File: src/rtl/display_arbiter.sv
// Round-robin owner selection for the shared 4-digit seven-segment display path.
// Each grant is kept for a minimum dwell time; every grant/status output comes straight from a flop.
module display_arbiter #(
   parameter int HOLD_CYCLES = 100000000,
   parameter int CNT_W       = 27
) (
   input  logic        clk,
   input  logic        reset,
   input  logic [3:0]  req,
   input  logic [63:0] req_data,
   output logic [3:0]  grant,
   output logic [1:0]  owner,
   output logic        active,
   output logic        done,
   output logic [15:0] binary
);

   typedef enum logic {S_IDLE = 1'b0, S_HOLD = 1'b1} state_t;

   localparam logic [CNT_W-1:0] LP_LAST = CNT_W'(HOLD_CYCLES - 1);

   state_t            r_state;
   logic [1:0]        r_ptr;
   logic [CNT_W-1:0]  r_cnt;
   logic [3:0]        r_grant;
   logic [1:0]        r_owner;
   logic              r_active;
   logic              r_done;
   logic [15:0]       r_binary;

   logic [2:0]        w_arb_all;
   logic [2:0]        w_arb_oth;
   logic [3:0]        w_owner_mask;

   // Returns {found, index}; the search starts after i_ptr and wraps, so i_ptr itself is tried last.
   function automatic logic [2:0] arb(input logic [3:0] i_mask, input logic [1:0] i_ptr);
      logic [2:0] res;
      logic [1:0] idx;
      res = 3'b000;
      for (int i = 4; i >= 1; i--) begin
         idx = i_ptr + 2'(i);
         if (i_mask[idx]) begin
            res = {1'b1, idx};
         end else begin
            res = res;
         end
      end
      return res;
   endfunction

   function automatic logic [15:0] lane(input logic [63:0] i_data, input logic [1:0] i_idx);
      logic [15:0] res;
      case (i_idx)
         2'd0:    res = i_data[15:0];
         2'd1:    res = i_data[31:16];
         2'd2:    res = i_data[47:32];
         2'd3:    res = i_data[63:48];
         default: res = 16'h0000;
      endcase
      return res;
   endfunction

   assign w_owner_mask = 4'b0001 << r_owner;
   assign w_arb_all    = arb(req, r_ptr);
   // The owner's bit is masked out; this also covers the case where the owner has dropped its request.
   assign w_arb_oth    = arb(req & ~w_owner_mask, r_ptr);

   // Arbitration FSM: tracks the dwell time and registers every output.
   always_ff @(posedge clk or posedge reset) begin
      if (reset) begin
         r_state  <= S_IDLE;
         r_ptr    <= 2'd3;
         r_cnt    <= '0;
         r_grant  <= 4'b0000;
         r_owner  <= 2'd0;
         r_active <= 1'b0;
         r_done   <= 1'b0;
         r_binary <= 16'h0000;
      end else begin
         r_done <= 1'b0;
         case (r_state)
            S_IDLE: begin
               if (w_arb_all[2]) begin
                  r_state  <= S_HOLD;
                  r_grant  <= 4'b0001 << w_arb_all[1:0];
                  r_owner  <= w_arb_all[1:0];
                  r_ptr    <= w_arb_all[1:0];
                  r_binary <= lane(req_data, w_arb_all[1:0]);
                  r_active <= 1'b1;
                  r_cnt    <= '0;
               end else begin
                  r_state <= S_IDLE;
               end
            end
            S_HOLD: begin
               if (!req[r_owner] || (r_cnt == LP_LAST)) begin
                  if (w_arb_oth[2]) begin
                     r_grant  <= 4'b0001 << w_arb_oth[1:0];
                     r_owner  <= w_arb_oth[1:0];
                     r_ptr    <= w_arb_oth[1:0];
                     r_binary <= lane(req_data, w_arb_oth[1:0]);
                     r_cnt    <= '0;
                     r_done   <= 1'b1;
                  end else if (!req[r_owner]) begin
                     r_state  <= S_IDLE;
                     r_grant  <= 4'b0000;
                     r_active <= 1'b0;
                     r_cnt    <= '0;
                     r_done   <= 1'b1;
                  end else begin
                     r_cnt    <= '0;
                     r_binary <= lane(req_data, r_owner);
                  end
               end else begin
                  r_cnt    <= r_cnt + 1'b1;
                  r_binary <= lane(req_data, r_owner);
               end
            end
            default: begin
               r_state  <= S_IDLE;
               r_grant  <= 4'b0000;
               r_active <= 1'b0;
            end
         endcase
      end
   end

   assign grant  = r_grant;
   assign owner  = r_owner;
   assign active = r_active;
   assign done   = r_done;
   assign binary = r_binary;

endmodule

File: config.mk
export PLATFORM = sky130hd
export DESIGN_NAME = display_arbiter
export DESIGN_NICKNAME = d
export VERILOG_FILES = /design/src/rtl/display_arbiter.sv
export SDC_FILE = /design/constraint.sdc
export NUM_CORES = 1
export LEC_CHECK = 0
export CORE_MARGIN = 5
export CORE_UTILIZATION = 38
export CTS_BUF_LIST = sky130_fd_sc_hd__clkbuf_4 sky130_fd_sc_hd__clkbuf_8
export DETAILED_ROUTE_END_ITERATION = 12
export GPL_ROUTABILITY_DRIVEN = 0
export SLEW_MARGIN = 5
export SYNTH_ARGS = -nofsm -noshare
export SYNTH_HDL_FRONTEND = slang
export SYNTH_SLANG_ARGS = --single-unit
export TNS_END_PERCENT = 1
File: constraint.sdc
create_clock -name clk -period 3.06 [get_ports clk]
set_input_delay 0.459 -clock clk [delete_from_list [all_inputs] [get_ports clk]]
set_output_delay 0.459 -clock clk [all_outputs]
set_load 0.005 [all_outputs]
==> run_results.csv, run 1 <==
group,metric,value,unit
critical_path,critPathRequiredTime,3.32,ns
routing,drc_errors,0,
critical_path,crit_arrival,2.78,ns
yosys,ys_warn_count,0,
sta,max_freq,0.397,GHz
clocking,cts_tree,"yes",
place,place_hpwl,9740,µm
yosys,synth-edff-count,0,
cells_and_area,fill_cells,1133,
cells_and_area,nets,659,
clocking,cts.sinks,54,
clocking,cts_made_buffers,5,
critical_path,path_class,"flop to flop",
worst_hold_path,hold_path.class,"flop to flop",
pwr,peakVddDrop,0.348,mV
routing,num_vias,4318,
sta,setup_tns,0,ns
global_route,grtUsageTotal,18.8,%
clocking,cts-root-buf,"clkbuf_8",
sta,setup_viol,0,
clocking,cts_htree_levels,2,
global_route,overflow,0,
sta,period_needed,2.52,ns
run,cap_violations,0,
place,port_buffers,93,
cells_and_area,area_growth_syn_to_layout,27.7,%
critical_path,endpoint_kind,"flop",
clocking,clk_latency,0.32,ns
clocking,clk_path_buf_depth,2,
clocking,clk_pin_slew,0.10,ns
clocking,cts_hold_buf,0,
critical_path,r2r_setup_slack,0.54,ns
yosys,synthArstFlopShare,100,%
yosys,synth_flop_cell,"dfrtp_1",
floorplanning,fp.dieH,120,µm
sta,tightest_slew,0.825,ns
floorplanning,die_area,14500,µm²
sta,finClkSkew,0.0174,ns
yosys,synth_area_leaders,"dfrtp_1 28%, mux2i_1 11%, mux4_2 8.3%, nand2_1 4.4%, mux2_2 3.6%",
global_route,grt_max_degree,39,
routing,dr.first_iter.drc_count,455,
yosys,synth-seq-cells,54,
sta,rsz0062_at_grt,"false",
sta,fin_crit_sh,82.3,%
routing,wirelength,13500,µm
clocking,ctsResizeCount,0,
yosys,yosysTopAreaCell,"dfrtp_1",
cells_and_area,diodes,0,
yosys,netlist_instances,507,
floorplanning,rows,40,
yosys,ys_seq_area_share,29.2,%
global_route,grt_pass1_vias,4405,
routing,avgRoutedWirePerCell,18.4,µm
yosys,synth.top_cell.area_share,28.1,%
yosys,ys_types,57,
floorplanning,ios,94,
place,placed_cell_area,5810,µm²
routing,avgViaCountPerCell,5.87,
global_route,grt_pass1_wl,22600,µm
yosys,synthesis.nets,578,
sta,final-max-slew-violation-count,0,
critical_path,start_kind,"flop",
global_route,antenna_found_initial,0,
clocking,postCtsSetupRepairBufs,0,
routing,drtAntennaViolNets,0,
sta,finalHoldViolCount,0,
cells_and_area,final_area,5920,µm²
yosys,synth_area,4630,µm²
routing,firstDrtPassIters,5,
floorplanning,core,12000,µm²
floorplanning,start_util,38.7,%
floorplanning,die_w,120,µm
sta,slew_headroom,44.5,%
yosys,syn_avg_cell_area,9.14,µm²
critical_path,crit_fanout,15,
run_status,outcome,"finished, final reports clean",
pwr,p_leak,2.37,nW
cells_and_area,drive_above_1_share,16.3,%
pwr,p_per_area,831,nW/µm²
-- sequential cells by signal, indices dropped and copies added, names as in the netlist --
| register | flops |
|---|---|
| r_ptr | 2 |
| binary | 16 |
| r_cnt | 27 |
| r_state | 1 |
| owner | 2 |
| active | 1 |
| done | 1 |
| grant | 4 |
-- metrics by stage --
step | hold WS [ns] | power (mW) | utilization (%) | std cells | worst slack [ns]
floorplan | 0.436 | 3.34 | - | 507 | 0.688
global placement | 0.462 | 4.39 | 48.6 | 728 | 0.308
detailed placement | 0.462 | 4.45 | 48.6 | 728 | 0.256
CTS | 0.481 | 4.95 | 49.5 | 736 | 0.525
global route | 0.515 | 5.29 | 49.5 | 736 | 0.368
finish | 0.486 | 4.92 | 49.5 | 736 | 0.542
-- worst paths after layout --
path,from,to,depth (start not counted)
worst max-delay path,r_cnt[25],binary[13],8
worst min-delay path,r_cnt[21],r_cnt[21],1
worst max register to register,r_cnt[25],binary[13],8
worst min register to register,r_cnt[21],r_cnt[21],1
max in group asynchronous,reset,binary[12],3
min in group asynchronous,reset,binary[1],2
-- cells by family after synthesis --
family                   Yosys count  share of synthesized area [%]
XOR/XNOR                           7                           1.32
AND/OR/NAND/NOR                  182                           21.3
AO/OA/AOI/OAI                    134                           20.0
multiplexers                      85                           23.4
flip-flops                        54                           29.2
buffers and inverters             44                           4.56
adder cells (fa/ha/maj)            1                          0.270
-- synthesized netlist by cell type (all sizes together), types with 5 or more instances --
cell / instances
mux2: 15
a21oi: 15
mux2i: 53
o21ai: 36
nand3: 27
o31ai: 9
buf: 22
a31oi: 7
dfrtp: 52
and3: 7
mux4: 17
o22ai: 17
nand4: 10
nand2b: 26
nand2: 54
clkbuf: 18
nor2b: 5
o211ai: 16
nor2: 30
a22oi: 16
-- critical path: stages, from the launching register on --
cell	delay [ns]
dfrtp_1	0.45
or4_1	0.55
nor4_2	0.35
nand3_2	0.19
a21boi_4	0.27
and3_1	0.18
buf_4	0.27
o211ai_1	0.14
nand3_1	0.09
-- layout by cell type, fill, tap and decap left out, types with 5 or more instances in the layout --
master,instances
a21oi_1,15
a22oi_1,16
a31oi_1,7
and3_1,7
buf_4,17
clkbuf_8,5
clkdlybuf4s50_1,93
dfrtp_1,52
mux2_2,15
mux2i_1,53
mux4_2,17
nand2_1,54
nand2b_1,26
nand3_1,16
nand3_2,11
nand4_1,10
nor2_1,29
nor2b_1,5
o211ai_1,6
o211ai_2,10
o21ai_0,27
o21ai_1,9
o22ai_1,17
o31ai_1,9
-- power breakdown --
| part | switching [mW] | internal [mW] | leakage (nW) | total (mW) |
|---|---|---|---|---|
| Clock | 0.250 | 0.242 | 0.0579 | 0.492 |
| Combinational | 1.62 | 1.64 | 1.62 | 3.25 |
| Sequential | 0.248 | 0.923 | 0.693 | 1.17 |
| Total | 2.12 | 2.80 | 2.37 | 4.92 |
-- final cells by class --
class	instances	area (µm²)	area share, %
multi-input combinational	409	3120	52.7
sequential	54	1350	22.9
timing repair buffer	114	1140	19.2
tap	147	184	3.11
clock buffer	5	68.8	1.16
clock inverter	3	40.0	0.677
inverter	4	15.0	0.254
-- metal layers --
metal  global-route usage (%)  wire (µm)  vias up
met5                        0          0        -
met4                     4.04        140        0
met3                     3.51        761       10
met2                     31.9       6650      129
met1                     25.2       5970     2097
li1                         -          -     2082
(Power assumes the default switching activity.)
==> run 2: changes to the inputs <==
==> constraint.sdc (replaced) <==
create_clock -name clk -period 2.3 [get_ports clk]
set_input_delay 0.345 -clock clk [delete_from_list [all_inputs] [get_ports clk]]
set_output_delay 0.345 -clock clk [all_outputs]
set_load 0.005 [all_outputs]
==> run_results.csv, run 2 (synthesized netlist as in run 1, its figures left out) <==
group,metric,value,unit
pwr,clockPowerShare,8.1,%
clocking,clk_pin_slew,0.11,ns
routing,dr.first_iter.drc_count,231,
place,place_hpwl,10000,µm
sta,hold_ws,0.290,ns
cells_and_area,nets,709,
sta,finClkSkew,0.0224,ns
pwr,pwr-share-seq,20.1,%
critical_path,critPathRequiredTime,2.52,ns
sta,period_needed,2.26,ns
sta,max_freq,0.443,GHz
floorplanning,core,12000,µm²
floorplanning,die_w,120,µm
critical_path,start_kind,"primary input",
clocking,cts_htree_levels,2,
pwr,p_per_area,1120,nW/µm²
sta,slew_headroom,71.5,%
clocking,cts_tree,"yes",
routing,drtAntennaViolNets,0,
sta,setup_viol,0,
clocking,cts-root-buf,"clkbuf_8",
place,placed_cell_area,6190,µm²
sta,fin_ws,0.0449,ns
global_route,overflow,0,
pwr,peakVddDrop,0.600,mV
cells_and_area,final_area,6440,µm²
floorplanning,start_util,38.7,%
sta,setup_tns,0,ns
routing,num_vias,4474,
routing,avgRoutedWirePerCell,18.0,µm
clocking,cts.sinks,54,
global_route,grt_max_degree,44,
place,post-place-ws,-0.358,ns
global_route,grt_pass1_vias,4730,
cells_and_area,top_register,"r_cnt",
worst_hold_path,hold_path.class,"primary input to async pin",
routing,avgViaCountPerCell,5.69,
pwr,switchingPower,3.03,mW
critical_path,crit_arrival,2.48,ns
critical_path,crit_fanout,9,
place,port_buffers,93,
routing,drc_errors,0,
sta,fin_crit_sh,98.0,%
clocking,clk_path_buf_depth,2,
run,cap_violations,0,
floorplanning,fp.dieH,120,µm
routing,wirelength,14100,µm
global_route,antenna_found_initial,0,
cells_and_area,mostFrequentLayoutCells,"91 x clkdlybuf4s50_1, 58 x buf_4, 54 x nand2_1",
sta,finalHoldViolCount,0,
floorplanning,die_area,14500,µm²
sta,tightest_slew,0.424,ns
critical_path,path_class,"primary input to flop",
global_route,grtUsageTotal,19.5,%
floorplanning,rows,40,
run_status,outcome,"finished, final reports clean",
global_route,grt_pass1_wl,23400,µm
cells_and_area,largest_reg_flops,27,
floorplanning,ios,94,
cells_and_area,diodes,0,
critical_path,endpoint_kind,"flop",
cells_and_area,area_growth_syn_to_layout,39.0,%
cells_and_area,drive_above_1_share,24.1,%
routing,firstDrtPassIters,5,
pwr,switching_share,41.9,%
cells_and_area,final_common_cell,"clkdlybuf4s50_1",
pwr,combPwrFrac,71.8,%
pwr,p_leak,2.68,nW
sta,final-max-slew-violation-count,0,
clocking,cts_hold_buf,0,
clocking,cts_made_buffers,5,
pwr,p_int,4.20,mW
sta,rsz0062_at_grt,"true",
clocking,clk_latency,0.32,ns
run 2: cell type report:
type | instances | area, µm²
clock buffers | 6 | 82.6
clock inverters | 2 | 17.5
fillers | 1051 | 5520
inverters | 4 | 15.0
multi-input cells | 409 | 3160
flip-flops and latches | 54 | 1360
well taps | 147 | 184
repair buffers | 164 | 1620
run 2: through the flow:
| stage | instances | power [mW] | utilization (%) |
|---|---|---|---|
| final | 786 | 7.22 | 53.9 |
| after global routing | 786 | 7.74 | 53.9 |
| after CTS | 779 | 7.01 | 52.7 |
| after detailed placement | 771 | 6.37 | 51.8 |
| after global placement | 771 | 6.25 | 51.8 |
| after floorplan | 507 | 4.45 | - |
run 2: path summary, 6_finish.rpt:
| check | startpoint | endpoint | slack, ns | depth (start not counted) |
|---|---|---|---|---|
| hold reg to reg | r_ptr[0] | r_ptr[0] | 0.49 | 2 |
| min in group clk | r_ptr[0] | r_ptr[0] | 0.49 | 2 |
| max in group asynchronous | reset | r_ptr[0] | 1.40 | 3 |
| setup / recovery | req[0] | binary[7] | 0.04 | 9 |
| hold / removal | reset | binary[1] | 0.29 | 2 |
| setup reg to reg | r_ptr[0] | binary[7] | 0.05 | 9 |
run 2: timing repair:
| action | in CTS | in global routing |
|---|---|---|
| pin swaps | 2 | 5 |
| setup endpoints to repair | 15 | 41 |
| cloned | 0 | 3 |
| gates resized for setup | 2 | 12 |
| buffers inserted | 0 | 4 |
run 2: routing by layer:
metal	part of all wire, %	up-vias	GRT usage (%)
met1	46	2161	26.5
met4	0.93	0	4.53
met3	4.5	9	3.60
met2	49	119	32.2
li1	-	2185	-
met5	0	-	0
run 2: power groups by stage:
stage               sequential (mW)  combinational [mW]  clock, mW
finish                         1.45                5.18      0.588
detailed placement             1.45                4.92          0
global route                   1.48                5.60      0.652
CTS                            1.44                4.95      0.614
global placement               1.46                4.79          0
floorplan                      1.41                3.05          0
run 2: worst max-delay path, cell delays in order:
cell,delay (ns)
clkdlybuf4s50_1,0.47
nand2b_1,0.17
a22o_1,0.23
a311oi_4,0.35
buf_6,0.17
clkbuf_16,0.17
mux2_2,0.35
o211ai_2,0.14
nand3_2,0.07
==> run 3: changes to the inputs <==
--- a/config.mk
+++ b/config.mk
@@ -8,8 +8,10 @@
 export CORE_MARGIN = 5
 export CORE_UTILIZATION = 38
 export CTS_BUF_LIST = sky130_fd_sc_hd__clkbuf_4 sky130_fd_sc_hd__clkbuf_8
+export CTS_CLUSTER_SIZE = 25
 export DETAILED_ROUTE_END_ITERATION = 12
 export GPL_ROUTABILITY_DRIVEN = 0
+export PLACE_DENSITY_LB_ADDON = 0.2
 export SLEW_MARGIN = 5
 export SYNTH_ARGS = -nofsm -noshare
 export SYNTH_HDL_FRONTEND = slang
==> run_results.csv, run 3 (synthesized netlist as in run 1, its figures left out) <==
group,metric,value,unit
global_route,grt_pass1_wl,23800,µm
pwr,clockPowerShare,8.1,%
cells_and_area,drive_above_1_share,25.2,%
sta,hold_ws,0.388,ns
routing,dr.first_iter.drc_count,307,
sta,fin_crit_sh,97.3,%
sta,setup_viol,0,
critical_path,crit-reg2reg-launch,"r_cnt[25]",
sta,finClkSkew,0.0122,ns
clocking,cts_htree_levels,2,
routing,drtAntennaViolNets,0,
clocking,cts_made_buffers,5,
place,place_hpwl,10400,µm
run_status,outcome,"finished, final reports clean",
place,post-place-ws,-0.334,ns
clocking,clk_path_buf_depth,2,
pwr,p_per_area,1120,nW/µm²
sta,final-max-slew-violation-count,0,
run,cap_violations,0,
routing,firstDrtPassIters,4,
floorplanning,core,12000,µm²
sta,rsz0062_at_grt,"true",
clocking,cts-root-buf,"clkbuf_8",
global_route,overflow,0,
critical_path,worstSetupEndpoint,"binary[13]",
critical_path,critPathRequiredTime,2.55,ns
worst_hold_path,hold_path.class,"primary input to async pin",
routing,avgRoutedWirePerCell,18.1,µm
floorplanning,rows,40,
clocking,cts_hold_buf,0,
critical_path,crit_arrival,2.49,ns
cells_and_area,mostFrequentLayoutCells,"91 x clkdlybuf4s50_1, 58 x buf_4, 54 x nand2_1",
critical_path,r2r_setup_slack,0.06,ns
routing,num_vias,4533,
cells_and_area,largest_reg_flops,27,
pwr,combPwrFrac,71.6,%
pwr,switching_share,41.3,%
routing,wirelength,14300,µm
critical_path,startpoint,"r_cnt[25]",
global_route,antenna_found_initial,0,
cells_and_area,final_common_cell,"clkdlybuf4s50_1",
critical_path,path_class,"flop to flop",
critical_path,crit_buf_inv,1,
floorplanning,die_area,14500,µm²
routing,avgViaCountPerCell,5.74,
critical_path,start_kind,"flop",
cells_and_area,nets,713,
clocking,cts.sinks,54,
routing,drc_errors,0,
critical_path,crit_fanout,8,
routing,wl_met1,5970,µm
place,port_buffers,93,
clocking,cts_tree,"yes",
pwr,peakVddDrop,0.659,mV
pwr,pwr-share-seq,20.3,%
critical_path,cpLargestDelayFamily,"simple AND/OR/NAND/NOR gates",
floorplanning,ios,94,
cells_and_area,area_growth_syn_to_layout,40.6,%
routing,wl_met3,844,µm
floorplanning,fp.dieH,120,µm
critical_path,critPathSlowestCell,"or4_4",
clocking,clk_latency,0.31,ns
clocking,clk_pin_slew,0.10,ns
sta,fin_ws,0.0627,ns
global_route,grt_max_degree,55,
critical_path,slowest_delay,0.54,ns
floorplanning,die_w,120,µm
critical_path,endpoint_kind,"flop",
critical_path,reg2reg_depth,8,
global_route,grtUsageTotal,19.8,%
pwr,p_leak,2.70,nW
sta,slew_headroom,68.9,%
routing,top_layer,"met4",
sta,tightest_slew,0.462,ns
critical_path,cp_cell_sequence,"or4_4, nor4_4, nand3_4, a21boi_4, and3_4, buf_12, o211ai_1, nand3_1",
global_route,grt_pass1_vias,4866,
pwr,p_int,4.28,mW
sta,max_freq,0.447,GHz
pwr,switchingPower,3.00,mW
critical_path,worst-path-stages,8,
floorplanning,start_util,38.7,%
routing,wl_met2,7290,µm
cells_and_area,diodes,0,
cells_and_area,top_register,"r_cnt",
critical_path,worst_r2r_endpoint,"binary[13]",
sta,period_needed,2.24,ns
sta,finalHoldViolCount,0,
-- run 3: per-layer routing --
layer  vias to the layer above  track usage, %
li1                       2193               -
met1                      2191            24.5
met2                       135            35.6
met3                        14            3.93
met4                         0            4.25
met5                         -               0
-- run 3: tightest hold or removal path, stage by stage --
cell and delay (ns):
clkdlybuf4s50_1 0.41, inv_2 0.07, buf_12 0.27
-- run 3: through the flow --
step	setup TNS, ns	area, µm²	total power [mW]	std cells	utilization (%)
after global placement	-6.70	6230	6.25	778	52.1
after CTS	0	6350	6.99	786	53.1
after detailed placement	-8.26	6230	6.37	778	52.1
after floorplan	0	4640	4.45	507	-
final	0	6520	7.28	790	54.5
after global routing	-0.283	6520	7.79	790	54.5
-- run 3: cell type report --
type	instances	area, µm²
multi-input combinational	409	3190
timing repair buffer	168	1670
sequential	54	1360
tap	147	184
inverter	4	15.0
clock buffer	8	97.6
fill	1068	5450
-- run 3: power by group through the flow --
stage / Sequential (mW) / Clock (mW) / Combinational [mW]
floorplan: 1.41 / 0 / 3.05
global placement: 1.48 / 0 / 4.77
global route: 1.51 / 0.629 / 5.64
CTS: 1.47 / 0.601 / 4.92
detailed placement: 1.48 / 0 / 4.90
finish: 1.48 / 0.589 / 5.22
-- run 3: worst min-delay path by stage --
stage,startpoint,endpoint,slack (ns)
2_1_floorplan,r_cnt[26],r_cnt[26],0.44
3_3_place_gp,r_cnt[21],r_cnt[21],0.46
3_5_place_dp,r_cnt[21],r_cnt[21],0.47
4_1_cts,reset,binary[3],0.41
5_1_grt,reset,binary[3],0.43
6_report,reset,binary[3],0.39
-- run 3: repair_timing --
| item | 4_1_cts | 5_1_grt |
|---|---|---|
| cloned | 0 | 2 |
| hold endpoints to repair | 0 | 0 |
| gates resized for setup | 4 | 22 |
| pin swaps | 1 | 5 |
| buffers inserted | 0 | 2 |
| endpoints found under the setup margin | 15 | 34 |
